<file path="config.mk">
export PLATFORM = sky130hd
export DESIGN_NAME = unified_mem_arbiter
export DESIGN_NICKNAME = d
export VERILOG_FILES = /design/src/rtl/mem_arb_defs.sv /design/src/rtl/arb_priority_sel.sv /design/src/rtl/unified_mem_arbiter.sv
export SDC_FILE = /design/constraint.sdc
export NUM_CORES = 1
export LEC_CHECK = 0
export ABC_CLOCK_PERIOD_IN_PS = 6500
export CORE_ASPECT_RATIO = 0.75
export CORE_MARGIN = 3
export CORE_UTILIZATION = 40
export DETAILED_ROUTE_END_ITERATION = 6
export PLACE_DENSITY = 0.73
export SKIP_CTS_REPAIR_TIMING = 1
export SYNTH_ARGS = -nofsm -noshare
export SYNTH_HDL_FRONTEND = slang
export SYNTH_HIERARCHICAL = 1
export SYNTH_SLANG_ARGS = --single-unit
</file>
<file path="constraint.sdc">
create_clock -name clk -period 6.5 [get_ports clk]
set_input_delay 1.95 -clock clk [delete_from_list [all_inputs] [get_ports clk]]
set_output_delay 1.95 -clock clk [all_outputs]
set_load 0.05 [all_outputs]
</file>
<file path="src/rtl/mem_arb_defs.sv">
// rtl/mem_arb_defs.sv - shared encodings for the unified memory arbiter
// Contents:
//   state_t : arbiter FSM states (ST_IDLE, ST_ISSUE, ST_WAIT)
//   REQ_IF / REQ_D : requester ids stored with the latched command
//   BE_ALL : byte-enable value used for every read
package mem_arb_defs;

  typedef enum logic [1:0] {
    ST_IDLE  = 2'd0,
    ST_ISSUE = 2'd1,
    ST_WAIT  = 2'd2
  } state_t;

  localparam logic       REQ_IF = 1'b0;
  localparam logic       REQ_D  = 1'b1;
  localparam logic [3:0] BE_ALL = 4'hF;

endpackage

</file>
<file path="src/rtl/arb_priority_sel.sv">
// rtl/arb_priority_sel.sv - data-first winner pick with a fetch anti-starvation streak counter
// Ports:
//   clk, rst : clock and synchronous active-high reset
//   arb_en   : arbitration allowed this cycle (arbiter idle, not in reset)
//   if_req   : fetch request level
//   d_req    : data request level
//   if_gnt   : fetch wins this cycle (combinational)
//   d_gnt    : data wins this cycle (combinational)
module arb_priority_sel #(
  parameter int MAX_D_STREAK = 4
) (
  input  logic clk,
  input  logic rst,
  input  logic arb_en,
  input  logic if_req,
  input  logic d_req,
  output logic if_gnt,
  output logic d_gnt
);

  localparam int SW = $clog2(MAX_D_STREAK + 1);

  // Counts data grants that were given while fetch was also waiting.
  logic [SW-1:0] streak;
  logic          fetch_turn;

  // Fetch wins when it is alone, or when data has already taken its full streak.
  assign fetch_turn = if_req && (!d_req || (streak == SW'(MAX_D_STREAK)));
  assign if_gnt     = arb_en && fetch_turn;
  assign d_gnt      = arb_en && d_req && !fetch_turn;

  always_ff @(posedge clk) begin
    if (rst) begin
      streak <= '0;
    end else if (if_gnt) begin
      streak <= '0;
    end else if (d_gnt) begin
      // Only contested data grants build the streak; an uncontested one clears it.
      streak <= if_req ? streak + SW'(1) : '0;
    end
  end

endmodule

</file>
<file path="src/rtl/unified_mem_arbiter.sv">
// rtl/unified_mem_arbiter.sv - single-port unified memory shared by fetch and load/store ports
// Ports:
//   clk, rst                        : clock and synchronous active-high reset
//   if_req/if_addr -> if_gnt        : fetch request, accepted combinationally in IDLE
//   if_valid/if_rdata               : fetch response pulse and registered word
//   d_req/d_we/d_be/d_addr/d_wdata  : load/store request -> d_gnt
//   d_valid/d_rdata                 : load data or store completion (rdata 0 on store)
//   mem_en/we/be/addr/wdata         : one-cycle memory command, zero outside ISSUE
//   mem_rdata                       : read data, valid MEM_LAT cycles after mem_en
//   busy                            : a transaction is in flight (drives core stall)
module unified_mem_arbiter
  import mem_arb_defs::*;
#(
  parameter int ADDR_W       = 8,
  parameter int MEM_LAT      = 1,
  parameter int MAX_D_STREAK = 4
) (
  input  logic              clk,
  input  logic              rst,
  input  logic              if_req,
  input  logic [ADDR_W-1:0] if_addr,
  output logic              if_gnt,
  output logic              if_valid,
  output logic [31:0]       if_rdata,
  input  logic              d_req,
  input  logic              d_we,
  input  logic [3:0]        d_be,
  input  logic [ADDR_W-1:0] d_addr,
  input  logic [31:0]       d_wdata,
  output logic              d_gnt,
  output logic              d_valid,
  output logic [31:0]       d_rdata,
  output logic              mem_en,
  output logic              mem_we,
  output logic [3:0]        mem_be,
  output logic [ADDR_W-3:0] mem_addr,
  output logic [31:0]       mem_wdata,
  input  logic [31:0]       mem_rdata,
  output logic              busy
);

  localparam int LW = $clog2(MEM_LAT + 1);

  state_t            state, state_next;
  logic [LW-1:0]     lat_cnt;
  logic              lat_done;
  logic              arb_en;
  logic              issue;

  logic              cmd_id;
  logic              cmd_we;
  logic [3:0]        cmd_be;
  logic [ADDR_W-3:0] cmd_addr;
  logic [31:0]       cmd_wdata;

  // Byte-offset bits are deliberately dropped; the memory is word-addressed.
  logic unused_addr_bits;
  assign unused_addr_bits = ^{if_addr[1:0], d_addr[1:0]};

  // Gating with rst keeps gnt low during reset even though state is already IDLE.
  assign arb_en   = (state == ST_IDLE) && !rst;
  assign lat_done = (lat_cnt == LW'(MEM_LAT));
  assign issue    = (state == ST_ISSUE);
  assign busy     = (state != ST_IDLE);

  arb_priority_sel #(
    .MAX_D_STREAK(MAX_D_STREAK)
  ) u_sel (
    .clk   (clk),
    .rst   (rst),
    .arb_en(arb_en),
    .if_req(if_req),
    .d_req (d_req),
    .if_gnt(if_gnt),
    .d_gnt (d_gnt)
  );

  always_ff @(posedge clk) begin
    if (rst) state <= ST_IDLE;
    else     state <= state_next;
  end

  always_comb begin
    state_next = state;
    case (state)
      ST_IDLE:  if (if_gnt || d_gnt) state_next = ST_ISSUE;
      ST_ISSUE: state_next = ST_WAIT;
      ST_WAIT:  if (lat_done) state_next = ST_IDLE;
      default:  state_next = ST_IDLE;
    endcase
  end

  // lat_cnt reads 1 on the first WAIT cycle, i.e. one cycle after mem_en.
  always_ff @(posedge clk) begin
    if (rst)                            lat_cnt <= '0;
    else if (issue)                     lat_cnt <= LW'(1);
    else if (state == ST_WAIT && !lat_done) lat_cnt <= lat_cnt + LW'(1);
    else                                lat_cnt <= '0;
  end

  always_ff @(posedge clk) begin
    if (rst) begin
      cmd_id    <= REQ_IF;
      cmd_we    <= 1'b0;
      cmd_be    <= '0;
      cmd_addr  <= '0;
      cmd_wdata <= '0;
    end else if (d_gnt) begin
      cmd_id    <= REQ_D;
      cmd_we    <= d_we;
      cmd_be    <= d_we ? d_be : BE_ALL;
      cmd_addr  <= d_addr[ADDR_W-1:2];
      cmd_wdata <= d_wdata;
    end else if (if_gnt) begin
      cmd_id    <= REQ_IF;
      cmd_we    <= 1'b0;
      cmd_be    <= BE_ALL;
      cmd_addr  <= if_addr[ADDR_W-1:2];
      cmd_wdata <= '0;
    end
  end

  assign mem_en    = issue;
  assign mem_we    = issue && cmd_we;
  assign mem_be    = issue ? cmd_be    : '0;
  assign mem_addr  = issue ? cmd_addr  : '0;
  assign mem_wdata = issue ? cmd_wdata : '0;

  always_ff @(posedge clk) begin
    if (rst) begin
      if_valid <= 1'b0;
      d_valid  <= 1'b0;
      if_rdata <= '0;
      d_rdata  <= '0;
    end else begin
      if_valid <= 1'b0;
      d_valid  <= 1'b0;
      if (state == ST_WAIT && lat_done) begin
        if (cmd_id == REQ_D) begin
          d_valid <= 1'b1;
          d_rdata <= cmd_we ? 32'h0 : mem_rdata;
        end else begin
          if_valid <= 1'b1;
          if_rdata <= mem_rdata;
        end
      end
    end
  end

endmodule
</file>
==> After elaboration in Yosys (flattened, before gate mapping) <==
Cells that the tools add are included.
{ "classes": {"add_sub_neg": 2, "multipliers": 0, "n_div": 0, "n_lt_le_gt_ge": 0, "n_eq_ne": 5, "shift": 0, "mux": 22, "bitwise": 2, "n_reduce_logical": 22} }
{ "op_table": {"columns": ["cell", "n"], "rows": [
  ["$mux W32", 4],
  ["$mux W6", 3],
  ["$mux W4", 4],
  ["$logic_and A1 B1 Y1", 8],
  ["$mux W1", 7],
  ["$pmux W2 S3", 1],
  ["$reduce_and A2 Y1", 3],
  ["$logic_not A1 Y1", 4],
  ["$mux W2", 2],
  ["$reduce_bool A2 Y1", 2],
  ["$reduce_or A2 Y1", 2],
  ["$add A3 B1 Y3 const B", 1],
  ["$eq A3 B3 Y1 const B", 1],
  ["$mux W3", 1],
  ["$eq A2 B1 Y1 const B", 1],
  ["$eq A2 B2 Y1 const B", 1],
  ["$logic_not A2 Y1", 1],
  ["$logic_or A1 B1 Y1", 2],
  ["$ne A2 B1 Y1 const B", 1],
  ["$ne A2 B2 Y1 const B", 1],
  ["$not A1 Y1", 2],
  ["$add A1 B1 Y1 const B", 1]
]} }
{ "word_totals": {"ff_bits": 116, "latch_bits": 0, "ramBits": 0, "romBits": 0, "out_inout_bits": 113, "wordCells": 65, "mem_count": 0} }

==> Longest topological paths before layout <==
Gate-level depths: netlist of the first run.
{ "logic_depth": {"ltp_word": 8, "ltp_mapped": 10, "ltp_nobuf": 6} }

==> Modules after synthesis <==
Netlist of the first run, hierarchy kept.
{ "by_module_without_submodules": {"columns": ["module", "instances", "cells_each", "area_per_inst_um2"], "rows": [
  ["unified_mem_arbiter", 1, 540, 5278.8],
  ["arb_priority_sel", 1, 28, 206.4]
]} }

==> Worst setup path before layout of the first run <==
No wires, ideal clock.
{ "synth_path": {"path_type": "input-to-output", "start": "input port rst", "end": "output port if_gnt", "arrival_ns": 3.600, "t_required_ns": 4.550, "path_slack_ns": 0.950, "cell_stages": 5, "path_buffers": 2, "cell_sequence": "buf_2 buf_2 nor3_1 nand2_1 a21oi_1"} }
{ "synth_between": {"elab_chain_len": 3} }
{ "synth_lines": {"columns": ["element", "line", "rtl"], "rows": [
  ["start: declaration", "unified_mem_arbiter.sv:19", "input logic rst,"],
  ["$logic_not A1 Y1", "unified_mem_arbiter.sv:61", "assign arb_en = (state == ST_IDLE) && !rst;"],
  ["$logic_and A1 B1 Y1", "unified_mem_arbiter.sv:61", null],
  ["via arb_en", "unified_mem_arbiter.sv:47", "logic arb_en;"],
  ["$logic_and A1 B1 Y1", "arb_priority_sel.sv:29", "assign if_gnt = arb_en && fetch_turn;"],
  ["end: declaration", "unified_mem_arbiter.sv:22", "output logic if_gnt,"]
]} }
The timed path passes the listed nets, and every way through them passes these cells.

==> Worst setup path after layout of the first run <==
{ "layout_path": {"start": "input port rst", "end": "output port d_gnt"} }
{ "layout_between": {"elab_chain_len": 4} }
{ "layout_lines": {"columns": ["element", "line", "rtl"], "rows": [
  ["$logic_not A1 Y1", "unified_mem_arbiter.sv:61", null],
  ["$logic_and A1 B1 Y1", "unified_mem_arbiter.sv:61", null],
  ["via arb_en", "unified_mem_arbiter.sv:47", null],
  ["$logic_and A1 B1 Y1 (2 in a row)", "arb_priority_sel.sv:30", "assign d_gnt = arb_en && d_req && !fetch_turn;"],
  ["end: declaration", "unified_mem_arbiter.sv:30", "output logic d_gnt,"]
]} }
The timed path passes the listed nets, and every way through them passes these cells.

==> results of run 1 <==
[cell usage after synthesis, types with 2 or more instances]
cell / count / share of area [%]
inv_1: 8 / 0.55
a21oi_1: 38 / 3.5
buf_4: 2 / 0.27
a211oi_1: 6 / 0.82
buf_2: 13 / 1.2
or3b_2: 5 / 0.80
dfxtp_1: 116 / 42
nor2_1: 2 / 0.14
and2_1: 43 / 4.9
nand2_1: 37 / 2.5
clkbuf_1: 18 / 1.2
buf_6: 10 / 2.1
or3b_1: 60 / 9.6
nand2b_1: 97 / 11
a31oi_1: 2 / 0.23
o21ai_0: 2 / 0.18
ha_1: 2 / 0.46
nor2b_1: 9 / 1.0
buf_12: 3 / 1.1
nor3_1: 6 / 0.55
a311oi_1: 4 / 0.64
clkbuf_2: 3 / 0.27
o21ba_2: 2 / 0.36
mux2i_1: 70 / 13
[final timing paths]
check | startpoint | end | slack [ps] | depth (start not counted)
max | rst | d_gnt | 870 | 5
min | if_rdata[22] | if_rdata[22] | 470 | 2
max reg2reg | state[0] | cmd_addr[0] | 3650 | 6
min reg2reg | if_rdata[22] | if_rdata[22] | 470 | 2
[tightest hold or removal path: stages, from the launching register on]
cell	delay, ps
dfxtp_1	310
nand2b_1	60
mux2i_1	50
[state kept, by name, summed over array words and instances (netlist names), 2 cells and up]
signal,count
u_sel/streak,3
cmd_be,4
cmd_wdata,32
if_rdata,32
state,2
d_rdata,32
cmd_addr,6
[cells by family (layout without fill, tap and decap cells)]
logic type	Yosys count	after routing	share of synthesized area, %
flops	116	116	42.34
fa+ha+maj	2	2	0.4561
buf+inv	57	243	6.660
mux	70	70	12.77
simple gates	267	267	31.77
compound gates	56	56	5.999
[metal layers]
metal	routed length, um	vias to the layer above	GRT usage, %
met1	6792	2119	25.24
met3	555	31	4.440
li1	-	2266	-
met4	386	0	6.985
met2	6810	114	30.25
met5	0	-	0
[stage by stage]
step           setup WS [ps]  cell area (um^2)  cells  total power (uW)  util, %
6_report               868.6              8054    925              1961    61.03
5_1_grt                709.6              8054    925              2035    61.03
4_1_cts                894.2              8054    925              1985    61.03
3_5_place_dp           909.1              7411    893             963.9    56.15
3_3_place_gp            1051              7411    893             957.5    56.15
2_1_floorplan          949.6              5485    568             878.6        -
[layout make-up]
class	instances	share of cell area (%)
clock inverter	9	2.175
inverter	8	0.3728
timing repair buffer	203	24.95
clock buffer	23	5.810
tap	171	2.657
sequential	116	28.83
multi-input combinational	395	35.20
[power by group through the flow]
stage | Sequential (uW) | Combinational (uW) | Clock [uW]
6_report | 742 | 207 | 1010
5_1_grt | 745 | 224 | 1070
3_3_place_gp | 756 | 202 | 0
2_1_floorplan | 759 | 120 | 0
3_5_place_dp | 757 | 207 | 0
4_1_cts | 742 | 208 | 1030
==> reports/summary.txt, run 1 <==
Outcome: complete, no violations
Die width: 141.2 um
Initial antenna violation count: 0
CTS Root Buffer Type: clkbuf_16
Vias in the first global route: 4,459
Static Leak: 0.002812 uW
Power density over cell area: 243.5 nW/um^2
Clk_lat worst skew: 400 ps
Library cells used by synthesis: 34
Switching Share: 21.63%
Die height: 107.4 um
Crit-path leading delay family: simple AND/OR/NAND/NOR gates
Port bufs: 197
Fraction of layout cells with a size suffix above 1: 6.631%
Syn_nets: 659
Diode count: 0
Worst Path Required: 4550 ps
Iter 0 DRT Violations: 240
Post-synth EDFFs: 0
Drc violations: 0
NetSw: 424.1 uW
Seq/Total Area, Yosys: 42.34%
Top FF cell, synth: dfxtp_1
Area grow syn2layout: 46.83%
Worst Path Arrival: 3680 ps
Synth Cell Area: 5485 um^2
Register area: 2322 um^2
Post-synthesis register bit count: 116
Drt wl/cell: 15.72 um
Worst path bufs/invs: 2
Nature of the critical path endpoint: output pin
Die area: 15,170 um^2
Inserted Clock Buffers: 17
H-tree depth: 4
I/O pin count: 202
Rows: 36
Routability cong.: 0.7955
VDD IR max: 0.1675 mV
Skew final: 8.926 ps
Largest net degree at the start of global routing: 97
First-pass GRT wire length: 23,240 um
Min-Delay Path Class: reg2reg
Core region area: 13,200 um^2
Hold slack: 471.6 ps
Min Tclk post-route: 5631 ps
CP Launch Type: input pin
Fmax: 177.6 MHz
Setup violators final: 0
Cell repeated most along the worst path: buf_4
All-Layer GR Usage: 19.02%
Power Internal: 1537 uW
Commonest cells after routing, fill and taps aside: 194 x clkdlybuf4s50_1, 116 x dfxtp_1, 97 x nand2b_1
CTS Buffer Depth: 2
Max cap viols: 0
DP Wirelength: 9869 um
TritonCTS clock tree: done
Clk sinks: 116
Worst Path Max Fanout: 96
Synth warn: 6
Hold Fails Final Rpt: 0
Largest stage delay, worst path: 740 ps
Nets: 832
Crit Path Class: in2out
Post-synth ARST share: 0%
Remaining Overflow, GRT: 0
Routed wire length: 14,540 um
Slew Viols, Final: 0
Comb power frac: 10.5%
Worst Tran Pin Value: 1088 ps
Fill cells: 1,118
Critical-path top delay cell: nor3_1
Unrepaired setup endpoints after global routing: false
First-pass iteration count of the detailed router: 4
Area of the multi-input gates: 2835 um^2
Crit path cell chain: buf_4 -> nor3_1 -> nand2_1 -> nor2_4 -> buf_4
Vias per inst: 4.897
Commonest non-fill, non-tap cell in the layout: clkdlybuf4s50_1
Mapped Cells: 568
Register share of total power: 37.9%
Period Utilization, post-route: 86.64%
Final TNS setup: 0 ps
Via count: 4,530
Clock Power Share: 51.6%
Mean Syn Cell Area: 9.657 um^2
Slew headroom: 27.49%
Clk pin slew, worst setup/hold paths: 50 ps
Routed Antenna Nets: 0
Initial core utilization: 41.56%
No activity file was read; power rests on OpenSTA's default activity.
==> run 2: changes to the inputs <==
ABC_CLOCK_PERIOD_IN_PS = 6550   (was 6500)
clock period = 6.55 ns   (was 6.5 ns; I/O delays follow)
==> run 2 against run 1 <==
Worst hold slack hardly changed. Utilization shrank 0.42 points. Critical path depth unchanged. Cell area is 0.68% lower. Worst setup slack improved by 30 ps. First-iteration DRC count rose by 12%. Total power is 5.8% lower. Routed wire length is essentially flat. Register-to-register slack gained 60 ps.
==> reports/summary.txt, run 2 (synthesis gave the netlist of run 1 again) <==
Worst Path Arrival: 3690 ps
Clk sinks: 116
Register area: 2322 um^2
Clk pin slew, worst setup/hold paths: 50 ps
First-pass iteration count of the detailed router: 5
Power density over cell area: 230.8 nW/um^2
Die height: 107.4 um
Biggest regs: cmd_wdata: 32 flops, d_rdata: 32 flops, if_rdata: 32 flops
Hold Fails Final Rpt: 0
Inserted Clock Buffers: 17
Area grow syn2layout: 45.83%
Area after DPL: 7411 um^2
Area of the multi-input gates: 2835 um^2
Final TNS setup: 0 ps
CTS Root Buffer Type: clkbuf_16
Port bufs: 197
Commonest non-fill, non-tap cell in the layout: clkdlybuf4s50_1
VDD IR max: 0.1603 mV
Die width: 141.2 um
Largest net degree at the start of global routing: 97
Routed wire length: 14,560 um
Fmax: 176.9 MHz
Vias per inst: 4.878
Skew final: 8.286 ps
All-Layer GR Usage: 19.17%
Remaining Overflow, GRT: 0
CP Launch Type: input pin
Clk_lat worst skew: 400 ps
Diode count: 0
Worst Tran Pin Value: 1109 ps
Routability cong.: 0.8006
Nets: 832
Fill cells: 1,095
DP Wirelength: 9878 um
Initial core utilization: 41.56%
Crit Path Class: in2out
Period Utilization, post-route: 86.28%
Routed Antenna Nets: 0
Max cap viols: 0
Core region area: 13,200 um^2
Drt wl/cell: 15.74 um
Static Leak: 0.002783 uW
Worst Path Required: 4590 ps
H-tree depth: 4
Outcome: complete, no violations
Fraction of layout cells with a size suffix above 1: 7.029%
TritonCTS clock tree: done
Non-Filler Instances: 925
Min-Delay Path Class: reg2reg
Initial antenna violation count: 0
Drc violations: 0
Design area: 7999 um^2
Rows: 36
Worst Path Max Fanout: 96
Setup violators final: 0
Slew headroom: 26.07%
Iter 0 DRT Violations: 268
Final Power: 1846 uW
Slew Viols, Final: 0
First-pass GRT wire length: 23,480 um
Unrepaired setup endpoints after global routing: false
Commonest cells after routing, fill and taps aside: 194 x clkdlybuf4s50_1, 116 x dfxtp_1, 97 x nand2b_1
Min Tclk post-route: 5651 ps
Die area: 15,170 um^2
CTS Buffer Depth: 2
Dpl cells: 893
I/O pin count: 202
Via count: 4,512
Nature of the critical path endpoint: output pin
Vias in the first global route: 4,505
## run 2: layout make-up
cell class	count	share of cell area, %
clock buffers	20	5.709
repair buffers	203	25.12
well taps	171	2.675
flip-flops and latches	116	29.03
multi-input cells	395	35.45
inverters	8	0.3754
clock inverters	12	1.642
## run 2: power by group
part           switching (uW)  internal, uW
Clock                     325           579
Combinational             101           104
Sequential               10.0           727
## run 2: path summary, 6_finish.rpt
check                                   from            to  slack [ps]  cells past startpoint
worst max-delay path                     rst         d_gnt         900                      5
worst min-delay path            if_rdata[15]  if_rdata[15]         470                      2
worst max register to register      state[0]   cmd_addr[0]        3710                      6
worst min register to register  if_rdata[15]  if_rdata[15]         470                      2
## run 2: worst max-delay path, stage by stage
cell     delay, ps
buf_4          310
nor3_1         710
nand2_1        290
nor2_4         180
buf_4          210
## run 2: metrics by stage
step	setup slack [ps]	utilization, %	hold WS, ps
floorplan	969.6	-	459.0
CTS	924.3	60.61	475.2
global placement	1074	56.15	456.8
finish	898.7	60.61	471.8
detailed placement	927.5	56.15	464.2
global route	730.1	60.61	486.9
## run 2: layer usage
metal  wire (um)  global-route usage, %  up-vias  part of all wire [%]
met1        6639                  24.97     2131                    46
li1            -                      -     2266                     -
met5           0                      0        -                     0
met2        7197                  31.75       98                    49
met4         183                  5.602        0                   1.3
met3         534                  4.485       17                   3.7
